`config.mk`:
```
export PLATFORM = sky130hd
export DESIGN_NAME = upper_stream
export DESIGN_NICKNAME = d
export VERILOG_FILES = /design/src/rtl/upper_stream.sv
export SDC_FILE = /design/constraint.sdc
export NUM_CORES = 1
export LEC_CHECK = 0
export BUFFER_PORTS_ARGS = -buffer_cell sky130_fd_sc_hd__buf_2
export CORE_MARGIN = 2
export CORE_UTILIZATION = 55
export CTS_CLUSTER_SIZE = 30
export DETAILED_ROUTE_END_ITERATION = 16
export PLACE_DENSITY = 0.84
export SYNTH_ARGS = -nofsm -noshare
export SYNTH_HDL_FRONTEND = slang
export SYNTH_SLANG_ARGS = --single-unit
export TNS_END_PERCENT = 100
```
`constraint.sdc`:
```
create_clock -name clk -period 3.2 [get_ports clk]
set_input_delay 0.64 -clock clk [delete_from_list [all_inputs] [get_ports clk]]
set_output_delay 0.64 -clock clk [all_outputs]
set_load 0.02 [all_outputs]
```
`src/rtl/upper_stream.sv`:
```
// upper_stream: byte stream FIFO that upper-cases ASCII letters on entry.
//
// Bytes in the range 'a'..'z' have bit 5 cleared as they are pushed. Every
// other byte, including those with bit 7 set, is stored unchanged. The FIFO
// holds DEPTH entries. Two saturating counters report the total number of
// accepted bytes and how many of them were converted.
//
// Ports
//   clk         sole clock, rising edge
//   rst_n       asynchronous active-low reset
//   in_valid    upstream byte present on in_data
//   in_data     upstream byte
//   in_ready    FIFO not full; independent of in_valid and out_ready
//   out_valid   FIFO not empty
//   out_data    head entry, 8'h00 while empty
//   out_ready   downstream accepts out_data
//   cnt_clr     synchronous clear of both counters; wins over an increment
//   level       current occupancy, 0..DEPTH
//   conv_count  accepted bytes that were lowercase (saturating)
//   byte_count  total accepted bytes (saturating)
module upper_stream #(
  parameter int DEPTH = 4,
  parameter int CNT_W = 16
) (
  input  logic                     clk,
  input  logic                     rst_n,
  input  logic                     in_valid,
  input  logic [7:0]               in_data,
  output logic                     in_ready,
  output logic                     out_valid,
  output logic [7:0]               out_data,
  input  logic                     out_ready,
  input  logic                     cnt_clr,
  output logic [$clog2(DEPTH):0]   level,
  output logic [CNT_W-1:0]         conv_count,
  output logic [CNT_W-1:0]         byte_count
);

  localparam int AW = $clog2(DEPTH);
  localparam int LW = AW + 1;
  localparam logic [LW-1:0]    FULL_LVL = LW'(DEPTH);
  localparam logic [LW-1:0]    LVL_ONE  = LW'(1);
  localparam logic [AW-1:0]    PTR_ONE  = AW'(1);
  localparam logic [CNT_W-1:0] CNT_ONE  = CNT_W'(1);
  localparam logic [CNT_W-1:0] CNT_MAX  = {CNT_W{1'b1}};

  logic [7:0]       mem_q [DEPTH];
  logic [7:0]       mem_d [DEPTH];
  logic [AW-1:0]    wr_ptr_q, wr_ptr_d;
  logic [AW-1:0]    rd_ptr_q, rd_ptr_d;
  logic [LW-1:0]    level_q, level_d;
  logic [CNT_W-1:0] conv_q, conv_d;
  logic [CNT_W-1:0] byte_q, byte_d;
  logic             in_ready_s;
  logic             out_valid_s;
  logic             push_s;
  logic             pop_s;
  logic             push_lower_s;

  // 'a'..'z' inclusive
  function automatic logic is_lower(input logic [7:0] b);
    is_lower = (b >= 8'd97) && (b <= 8'd122);
  endfunction

  function automatic logic [7:0] to_upper(input logic [7:0] b);
    if (is_lower(b)) begin
      to_upper = b & 8'hDF;
    end else begin
      to_upper = b;
    end
  endfunction

  // Handshake flags come from registered occupancy only, so in_ready never
  // depends combinationally on out_ready or in_valid.
  assign in_ready_s   = (level_q != FULL_LVL);
  assign out_valid_s  = (level_q != {LW{1'b0}});
  assign push_s       = in_valid && in_ready_s;
  assign pop_s        = out_valid_s && out_ready;
  assign push_lower_s = push_s && is_lower(in_data);

  assign in_ready   = in_ready_s;
  assign out_valid  = out_valid_s;
  assign out_data   = out_valid_s ? mem_q[rd_ptr_q] : 8'h00;
  assign level      = level_q;
  assign conv_count = conv_q;
  assign byte_count = byte_q;

  // Next-state for storage, pointers and occupancy
  always_comb begin
    mem_d    = mem_q;
    wr_ptr_d = wr_ptr_q;
    rd_ptr_d = rd_ptr_q;
    level_d  = level_q;
    if (push_s) begin
      mem_d[wr_ptr_q] = to_upper(in_data);
      wr_ptr_d        = wr_ptr_q + PTR_ONE;
    end else begin
      wr_ptr_d = wr_ptr_q;
    end
    if (pop_s) begin
      rd_ptr_d = rd_ptr_q + PTR_ONE;
    end else begin
      rd_ptr_d = rd_ptr_q;
    end
    // Pointers wrap naturally (power-of-two depth); level is kept separately
    // so that full and empty are distinguishable.
    case ({push_s, pop_s})
      2'b10:   level_d = level_q + LVL_ONE;
      2'b01:   level_d = level_q - LVL_ONE;
      default: level_d = level_q;
    endcase
  end

  // Next-state for the saturating counters; clear beats increment
  always_comb begin
    conv_d = conv_q;
    byte_d = byte_q;
    if (cnt_clr) begin
      conv_d = {CNT_W{1'b0}};
      byte_d = {CNT_W{1'b0}};
    end else begin
      if (push_s && (byte_q != CNT_MAX)) begin
        byte_d = byte_q + CNT_ONE;
      end else begin
        byte_d = byte_q;
      end
      if (push_lower_s && (conv_q != CNT_MAX)) begin
        conv_d = conv_q + CNT_ONE;
      end else begin
        conv_d = conv_q;
      end
    end
  end

  // State registers; storage is cleared too so no X can ever reach out_data
  always_ff @(posedge clk or negedge rst_n) begin
    if (!rst_n) begin
      for (int i = 0; i < DEPTH; i++) begin
        mem_q[i] <= 8'h00;
      end
      wr_ptr_q <= {AW{1'b0}};
      rd_ptr_q <= {AW{1'b0}};
      level_q  <= {LW{1'b0}};
      conv_q   <= {CNT_W{1'b0}};
      byte_q   <= {CNT_W{1'b0}};
    end else begin
      mem_q    <= mem_d;
      wr_ptr_q <= wr_ptr_d;
      rd_ptr_q <= rd_ptr_d;
      level_q  <= level_d;
      conv_q   <= conv_d;
      byte_q   <= byte_d;
    end
  end

endmodule

```
==> flow_summary.yaml, run 1 <==
synthesis:
  syn_avg_cell_area_um2: 11.11
  synth_xor_area_frac: 0.04538
  ys.flop_type: "dfrtp_1"
  synth_fp_nets: 351
  synth_largest_area_cell: "dfrtp_1"
  ys_seq_elements: 71
  synthCells: 330
  netlist.area_leader.share: 0.4845
  synth_compound_gate_area_share: 0.08427
  async_flop_share: 1.000
  synth_cell_types: 45
  synth_adder_area_share: 0.02934
  synth.area.mux_share: 0.1409
  yosys.area_share.simple: 0.1805
  yosysSeqAreaShare: 0.4845
  synth_area_um2: 3667
  synth_top_family_by_area: "simple AND/OR/NAND/NOR gates"
  synth_edf_count: 0
  ys_top_cells_by_area: "dfrtp_1 (48%), mux2_2 (8.9%), mux4_2 (4.9%), xnor2_1 (3.8%), or4_1 (2.7%)"
  yosysWarnings: 0
grt:
  grt_use_total: 0.2286
  grt-ovfl-total: 0
  grt_max_degree: 40
  grt_pass1_vias: 2749
  antenna_found_initial: 0
  grt_pass1_wl_mm: 13.18
timing:
  tightest_slew_ps: 866.7
  setup_viol: 0
  fin_skew_ps: 8.439
  slew_headroom: 0.4222
  rsz0062_at_grt: "no"
  period_needed_ps: 2645
  finalMaxSlewViolations: 0
  setup-tns-final_ps: 0
  worst_slack_ps: 554.9
  period_share: 0.8266
  timing_hold_violations_final: 0
  clock.fmax_ghz: 0.3781
power_and_ir_drop:
  vdd_ir_drop_max_mv: 0.5631
  p_per_area_nw_per_um2: 771.5
  leakage_nw: 1.818
worst_setup_path:
  reg2reg_to: "level[2]"
  r2r_start: "level[1]"
  r2r_cells: 9
  r2r_slack_ps: 760
  worst_setup_path_end_kind: "primary output"
  critPathArrivalTime_ps: 2010
  required_ps: 2560
  crit_fanout: 10
  setup.worst_path.class: "reg -> out"
  worst_setup_path_start_kind: "flop"
clocking:
  cts_resized: 0
  clk_latency_ps: 350
  htree_num_levels: 3
  cts_num_sinks: 71
  clk_pin_slew_ps: 80
  clock_tree.buffer_depth: 2
  cts_setup_buffers: 0
  cts_tree: "done"
  cts_made_buffers: 9
  cts_root_buf: "clkbuf_8"
  hold_buffers: 0
final_layout:
  final_common_cell: "dfrtp_1"
  drive_above_1_share: 0.3036
  fin_nets: 408
  diodes: 0
  area_growth_pct: 14.36
  stdcell_count: 469
  final_cell_mix: "dfrtp_1 (71), buf_2 (57), mux2_2 (29)"
  final_area_um2: 4194
route:
  drc: 0
  drtAntennaViolNets: 0
  dr.pass1.iters: 4
  wl_per_cell_um: 16.48
  vias: 2816
  drt-initial-drc-count: 179
  drt-vias-per-instance: 6.004
  wl_mm: 7.731
placement:
  pre_cts_slack_ps: 754.9
  port_buffers: 57
  placed_cells: 453
  place_hpwl_mm: 5.446
  place.gp.congestion: 0.7757
  placedInstanceArea_um2: 3995
status:
  status: "finished clean"
die:
  dieArea_um2: 7337
  die_w_um: 85.66
  io_pins: 58
  fp.dieH_um: 85.66
  core_area_um2: 6386
  start_util: 0.5743
  std_cell_rows: 29
hold_path:
  min_path_type: "in -> async"
flow_run:
  cap_violations: 0
==> registers in the layout (all words and copies together) (netlist names) <==
register and cells:
byte_count 16, conv_count 16, level 3, mem_q 32, rd_ptr_q 2, wr_ptr_q 2
==> through the flow <==
| step | hold slack, ps | utilization | total power, mW |
|---|---|---|---|
| floorplan | 344.4 | - | 2.216 |
| global placement | 458.1 | 0.6256 | 2.483 |
| detailed placement | 469.1 | 0.6256 | 2.540 |
| CTS | 424.2 | 0.6567 | 3.259 |
| global route | 456.1 | 0.6567 | 3.437 |
| finish | 397.1 | 0.6567 | 3.236 |
==> per-layer routing <==
layer / part of all wire / routed length [um] / GRT usage / vias up
li1: - / - / - / 1318
met2: 0.48 / 3730 / 0.3594 / 93
met5: 0 / 0 / 0 / -
met1: 0.44 / 3389 / 0.3139 / 1394
met4: 0.018 / 136 / 0.07648 / 0
met3: 0.061 / 475 / 0.05582 / 11
==> worst max path at each step <==
| stage | startpoint | cells past startpoint | to |
|---|---|---|---|
| global placement | level[1] | 9 | level[2] |
| CTS | rd_ptr_q[0] | 3 | out_data[3] |
| finish | rd_ptr_q[0] | 3 | out_data[3] |
| floorplan | level[1] | 11 | level[2] |
| global route | rd_ptr_q[0] | 3 | out_data[4] |
| detailed placement | level[1] | 9 | level[2] |
==> Yosys cell counts, drive strengths merged (2+ instances only) <==
| cell | n |
|---|---|
| o21ai | 9 |
| dfrtp | 71 |
| nand4 | 10 |
| mux4 | 8 |
| or4 | 13 |
| nor4 | 5 |
| a21oi | 18 |
| nor3 | 4 |
| clkbuf | 8 |
| nand2 | 24 |
| or2 | 3 |
| and2 | 11 |
| inv | 12 |
| buf | 7 |
| nand3 | 11 |
| and3 | 3 |
| nor2b | 2 |
| ha | 7 |
| nor2 | 24 |
| mux2 | 29 |
| o31a | 2 |
| xnor2 | 16 |
| or3 | 4 |
| xor2 | 3 |
| o31ai | 10 |
| o41ai | 3 |
| a2111oi | 2 |
==> logic make-up (layout without fill, tap and decap cells) <==
group,after synthesis,after routing
XOR/XNOR,19,19
multiplexers,38,38
adder cells (fa/ha/maj),8,8
buffers and inverters,27,89
flip-flops,71,71
AND/OR/NAND/NOR,119,119
AO/OA/AOI/OAI,48,48
==> final cells by class <==
type | count | area (um2)
Inverter | 12 | 45.04
Clock buffer | 11 | 141.4
Fill cell | 490 | 2192
Multi-Input combinational cell | 232 | 1762
Sequential cell | 71 | 1777
Clock inverter | 5 | 57.56
Tap cell | 77 | 96.34
Timing Repair Buffer | 61 | 315.3
==> critical path, cell delays in order (launching register included) <==
cell     delay, ps
dfrtp_1        750
mux4_2         570
and2_1         180
buf_2          150
==> report_power, final <==
part / internal [mW] / switching (mW)
registers: 1.16 / 0.204
logic: 0.589 / 0.564
clock network: 0.381 / 0.341
total: 2.13 / 1.11
No activity file was read; power rests on OpenSTA's default activity.
==> inputs of run 2 (changes only) <==
==> constraint.sdc (replaced) <==
create_clock -name clk -period 2.7 [get_ports clk]
set_input_delay 0.54 -clock clk [delete_from_list [all_inputs] [get_ports clk]]
set_output_delay 0.54 -clock clk [all_outputs]
set_load 0.02 [all_outputs]
==> flow_summary.yaml, run 2 (synthesis results as in run 1) <==
final_layout:
  fin_nets: 410
  nFillCells: 480
  top_register: "mem_q"
  final_common_cell: "dfrtp_1"
  final_area_um2: 4253
  stdcell_count: 471
  final_cell_mix: "dfrtp_1 (71), buf_2 (57), mux2_2 (29)"
  diodes: 0
  area_growth_pct: 15.97
  drive_above_1_share: 0.3096
  final_util: 0.6659
  largest_reg_flops: 32
worst_setup_path:
  required_ps: 2970
  path_delay_family: "simple AND/OR/NAND/NOR gates"
  r2r_start: "level[1]"
  worst_setup_path_end_kind: "flop"
  crit_slowest_cell: "dfrtp_1"
  crit_fanout: 8
  cp.buffers_inverters: 2
  critPathArrivalTime_ps: 2600
  cp_cell_sequence: "or3b_1 -> and2_1 -> inv_1 -> ha_1 -> inv_1 -> fa_1 -> xor2_1 -> nor2_1 -> xor2_1"
  worst_setup_path_start_kind: "flop"
  startpoint: "level[1]"
  max_stage_delay_ps: 420
  setup.worst_path.class: "reg -> reg"
die:
  std_cell_rows: 29
  io_pins: 58
  die_w_um: 85.66
  start_util: 0.5743
  core_area_um2: 6386
  fp.dieH_um: 85.66
  dieArea_um2: 7337
route:
  dr.pass1.iters: 4
  wl_per_cell_um: 16.33
  drc: 0
  wl_mm: 7.691
  vias: 2766
  wl_met2_mm: 3.638
  drt-vias-per-instance: 5.873
  drtAntennaViolNets: 0
  highest_layer: "met4"
  drt-initial-drc-count: 157
  wl_met3_um: 374
  wl_met1_mm: 3.513
flow_run:
  cap_violations: 0
grt:
  grt-ovfl-total: 0
  grt_pass1_wl_mm: 13.22
  antenna_found_initial: 0
  grt_max_degree: 72
  grt_use_total: 0.2288
  grt_pass1_vias: 2799
placement:
  place.gp.congestion: 0.8046
  placedInstanceArea_um2: 4023
  placed_cells: 455
  pre_cts_slack_ps: 419.6
  place_hpwl_mm: 5.174
  port_buffers: 57
clocking:
  clock_tree.buffer_depth: 2
  clk_latency_ps: 350
  cts_root_buf: "clkbuf_8"
  cts_made_buffers: 9
  cts_setup_buffers: 0
  cts_tree: "done"
  clk_pin_slew_ps: 80
  hold_buffers: 0
  cts_resized: 0
  htree_num_levels: 3
  cts_num_sinks: 71
timing:
  timing_hold_violations_final: 0
  fin_skew_ps: 6.837
  clock.fmax_ghz: 0.4306
  rsz0062_at_grt: "no"
  slew_headroom: 0.6170
  period_share: 0.8601
  setup-tns-final_ps: 0
  finalMaxSlewViolations: 0
  period_needed_ps: 2322
  worst_slack_ps: 377.6
  tightest_slew_ps: 560.1
  setup_viol: 0
  whs_ps: 200.3
status:
  status: "finished clean"
power_and_ir_drop:
  swShare: 0.3390
  power_frac_seq: 0.393
  finalPower_mw: 3.997
  clock_power_share: 0.243
  p_per_area_nw_per_um2: 939.8
  p_switching_mw: 1.355
  leakage_nw: 1.838
  pwr-share-comb: 0.364
  p_int_mw: 2.642
  vdd_ir_drop_max_mv: 0.6033
hold_path:
  min_path_type: "in -> async"
==> run 2: power groups by stage <==
| stage | combinational (mW) | clock (mW) | sequential, mW |
|---|---|---|---|
| floorplan | 1.08 | 0 | 1.54 |
| global placement | 1.41 | 0 | 1.56 |
| detailed placement | 1.46 | 0 | 1.59 |
| CTS | 1.47 | 0.977 | 1.57 |
| global route | 1.59 | 1.03 | 1.61 |
| finish | 1.46 | 0.971 | 1.57 |
==> run 2: worst reg2reg max path, delay by kind of cell (launching register included) <==
family / cells / cell delay [ps]
xor gates and xnor gates: 2 / 310
adders and majority gates: 2 / 560
and+or+nand+nor: 3 / 770
buffers and inverters: 2 / 190
DFF: 1 / 420
==> run 2: final timing paths <==
path / end / slack [ps] / depth (start not counted)
max: level[2] / 380 / 9
min: level[2] / 200 / 2
max reg2reg: level[2] / 380 / 9
min reg2reg: mem_q[14] / 480 / 2
max in group asynchronous: byte_count[0] / 2200 / 2
min in group clk: mem_q[14] / 480 / 2
==> run 2: cell type report <==
type	count	area, um2	share of cell area
Timing Repair Buffer	63	342.8	0.08061
Sequential cell	71	1777	0.4178
Clock buffer	10	137.6	0.03236
Inverter	12	45.04	0.01059
Clock inverter	6	92.59	0.02177
Multi-Input combinational cell	232	1762	0.4142
Tap cell	77	96.34	0.02265
==> run 2: per-layer routing <==
metal,global-route usage,vias to the layer above
li1,-,1321
met1,0.3088,1351
met2,0.3523,78
met3,0.05775,16
met4,0.1025,0
met5,0,-
==> inputs of run 3 (changes only) <==
--- a/config.mk
+++ b/config.mk
@@ -7,10 +7,10 @@
 export LEC_CHECK = 0
 export BUFFER_PORTS_ARGS = -buffer_cell sky130_fd_sc_hd__buf_2
 export CORE_MARGIN = 2
-export CORE_UTILIZATION = 55
+export CORE_UTILIZATION = 57
 export CTS_CLUSTER_SIZE = 30
 export DETAILED_ROUTE_END_ITERATION = 16
-export PLACE_DENSITY = 0.84
+export PLACE_DENSITY = 0.86
 export SYNTH_ARGS = -nofsm -noshare
 export SYNTH_HDL_FRONTEND = slang
 export SYNTH_SLANG_ARGS = --single-unit
==> flow_summary.yaml, run 3 (synthesis results as in run 1) <==
status:
  status: "finished clean"
worst_setup_path:
  max_stage_delay_ps: 700
  r2r_cells: 9
  critPathArrivalTime_ps: 1940
  worst_setup_path_end_kind: "primary output"
  crit_fanout: 9
  required_ps: 2160
  cp_cell_sequence: "mux4_2 -> and2_1 -> buf_2"
  path_delay_family: "flip-flops"
  cp.buffers_inverters: 1
  cp.depth: 3
  worst_setup_path_start_kind: "flop"
  setup.worst_path.class: "reg -> out"
  crit_slowest_cell: "dfrtp_1"
timing:
  slew_headroom: 0.5148
  whs_ps: 253.6
  finalMaxSlewViolations: 0
  period_needed_ps: 2478
  timing_hold_violations_final: 0
  setup_viol: 0
  tightest_slew_ps: 727.8
  period_share: 0.9179
  rsz0062_at_grt: "no"
  clock.fmax_ghz: 0.4035
  setup-tns-final_ps: 0
  fin_skew_ps: 4.897
clocking:
  cts_made_buffers: 9
  hold_buffers: 0
  cts_setup_buffers: 0
  htree_num_levels: 3
  cts_tree: "done"
  cts_num_sinks: 71
  clk_latency_ps: 340
  cts_resized: 0
  clock_tree.buffer_depth: 2
  cts_root_buf: "clkbuf_8"
  clk_pin_slew_ps: 70
grt:
  grt_pass1_vias: 2649
  grt_use_total: 0.2237
  antenna_found_initial: 0
  grt-ovfl-total: 0
  grt_pass1_wl_mm: 12.63
  grt_max_degree: 34
final_layout:
  area_growth_pct: 14.77
  largest_reg_flops: 32
  top_register: "mem_q"
  nFillCells: 475
  final_common_cell: "dfrtp_1"
  final_cell_mix: "dfrtp_1 (71), buf_2 (57), mux2_2 (29)"
  stdcell_count: 472
  fin_nets: 411
  drive_above_1_share: 0.3038
  diodes: 0
  final_area_um2: 4209
power_and_ir_drop:
  p_int_mw: 2.544
  leakage_nw: 1.823
  finalPower_mw: 3.858
  power_frac_seq: 0.416
  p_per_area_nw_per_um2: 916.6
  vdd_ir_drop_max_mv: 0.5816
  swShare: 0.3407
  p_switching_mw: 1.314
  clock_power_share: 0.218
  pwr-share-comb: 0.366
route:
  drt-vias-per-instance: 5.934
  drt-initial-drc-count: 165
  wl_per_cell_um: 16.16
  drc: 0
  drtAntennaViolNets: 0
  dr.pass1.iters: 4
  vias: 2801
  wl_mm: 7.629
hold_path:
  min_path_type: "in -> async"
flow_run:
  cap_violations: 0
die:
  dieArea_um2: 7091
  io_pins: 58
  die_w_um: 84.21
  std_cell_rows: 29
  start_util: 0.5842
  core_area_um2: 6277
  fp.dieH_um: 84.21
placement:
  place_hpwl_mm: 5.319
  port_buffers: 57
  place.gp.congestion: 0.8046
  placedInstanceArea_um2: 4018
  placed_cells: 456
## run 3: routing by layer
layer  GRT usage  share of wire  up-vias
met2      0.3636           0.49       81
met4     0.08798          0.018        0
met5           0              0        -
li1            -              -     1325
met1      0.3033           0.45     1381
met3     0.03736          0.049       14
## run 3: worst paths after layout
kind                        startpoint     endpoint  slack (ps)
setup / recovery           rd_ptr_q[0]  out_data[5]         220
hold / removal                   rst_n  rd_ptr_q[1]         250
setup reg to reg              level[1]     level[2]         350
hold reg to reg              mem_q[22]    mem_q[22]         490
max in group asynchronous        rst_n    mem_q[12]        1700
min in group clk             mem_q[22]    mem_q[22]         490
## run 3: power groups by stage
stage                     clock (mW)  combinational, mW  sequential (mW)
after floorplan                    0               1.08             1.54
after global placement             0               1.37             1.60
after detailed placement           0               1.42             1.63
after CTS                      0.853               1.43             1.61
after global routing           0.897               1.52             1.65
final                          0.841               1.41             1.60
## run 3: final cells by class
cell class / instances / area (um2) / area share
timing repair buffer: 64 / 337.8 / 0.08026
inverter: 12 / 45.04 / 0.01070
sequential: 71 / 1777 / 0.4221
clock inverter: 3 / 42.54 / 0.01011
multi-input combinational: 232 / 1762 / 0.4185
clock buffer: 13 / 148.9 / 0.03537
tap: 77 / 96.34 / 0.02289
## run 3: stage by stage
stage                     setup slack [ps]    util
after floorplan                      223.7       -
after global placement               494.3  0.6400
after detailed placement             399.6  0.6400
after CTS                            178.1  0.6705
after global routing                 88.41  0.6705
final                                221.7  0.6705
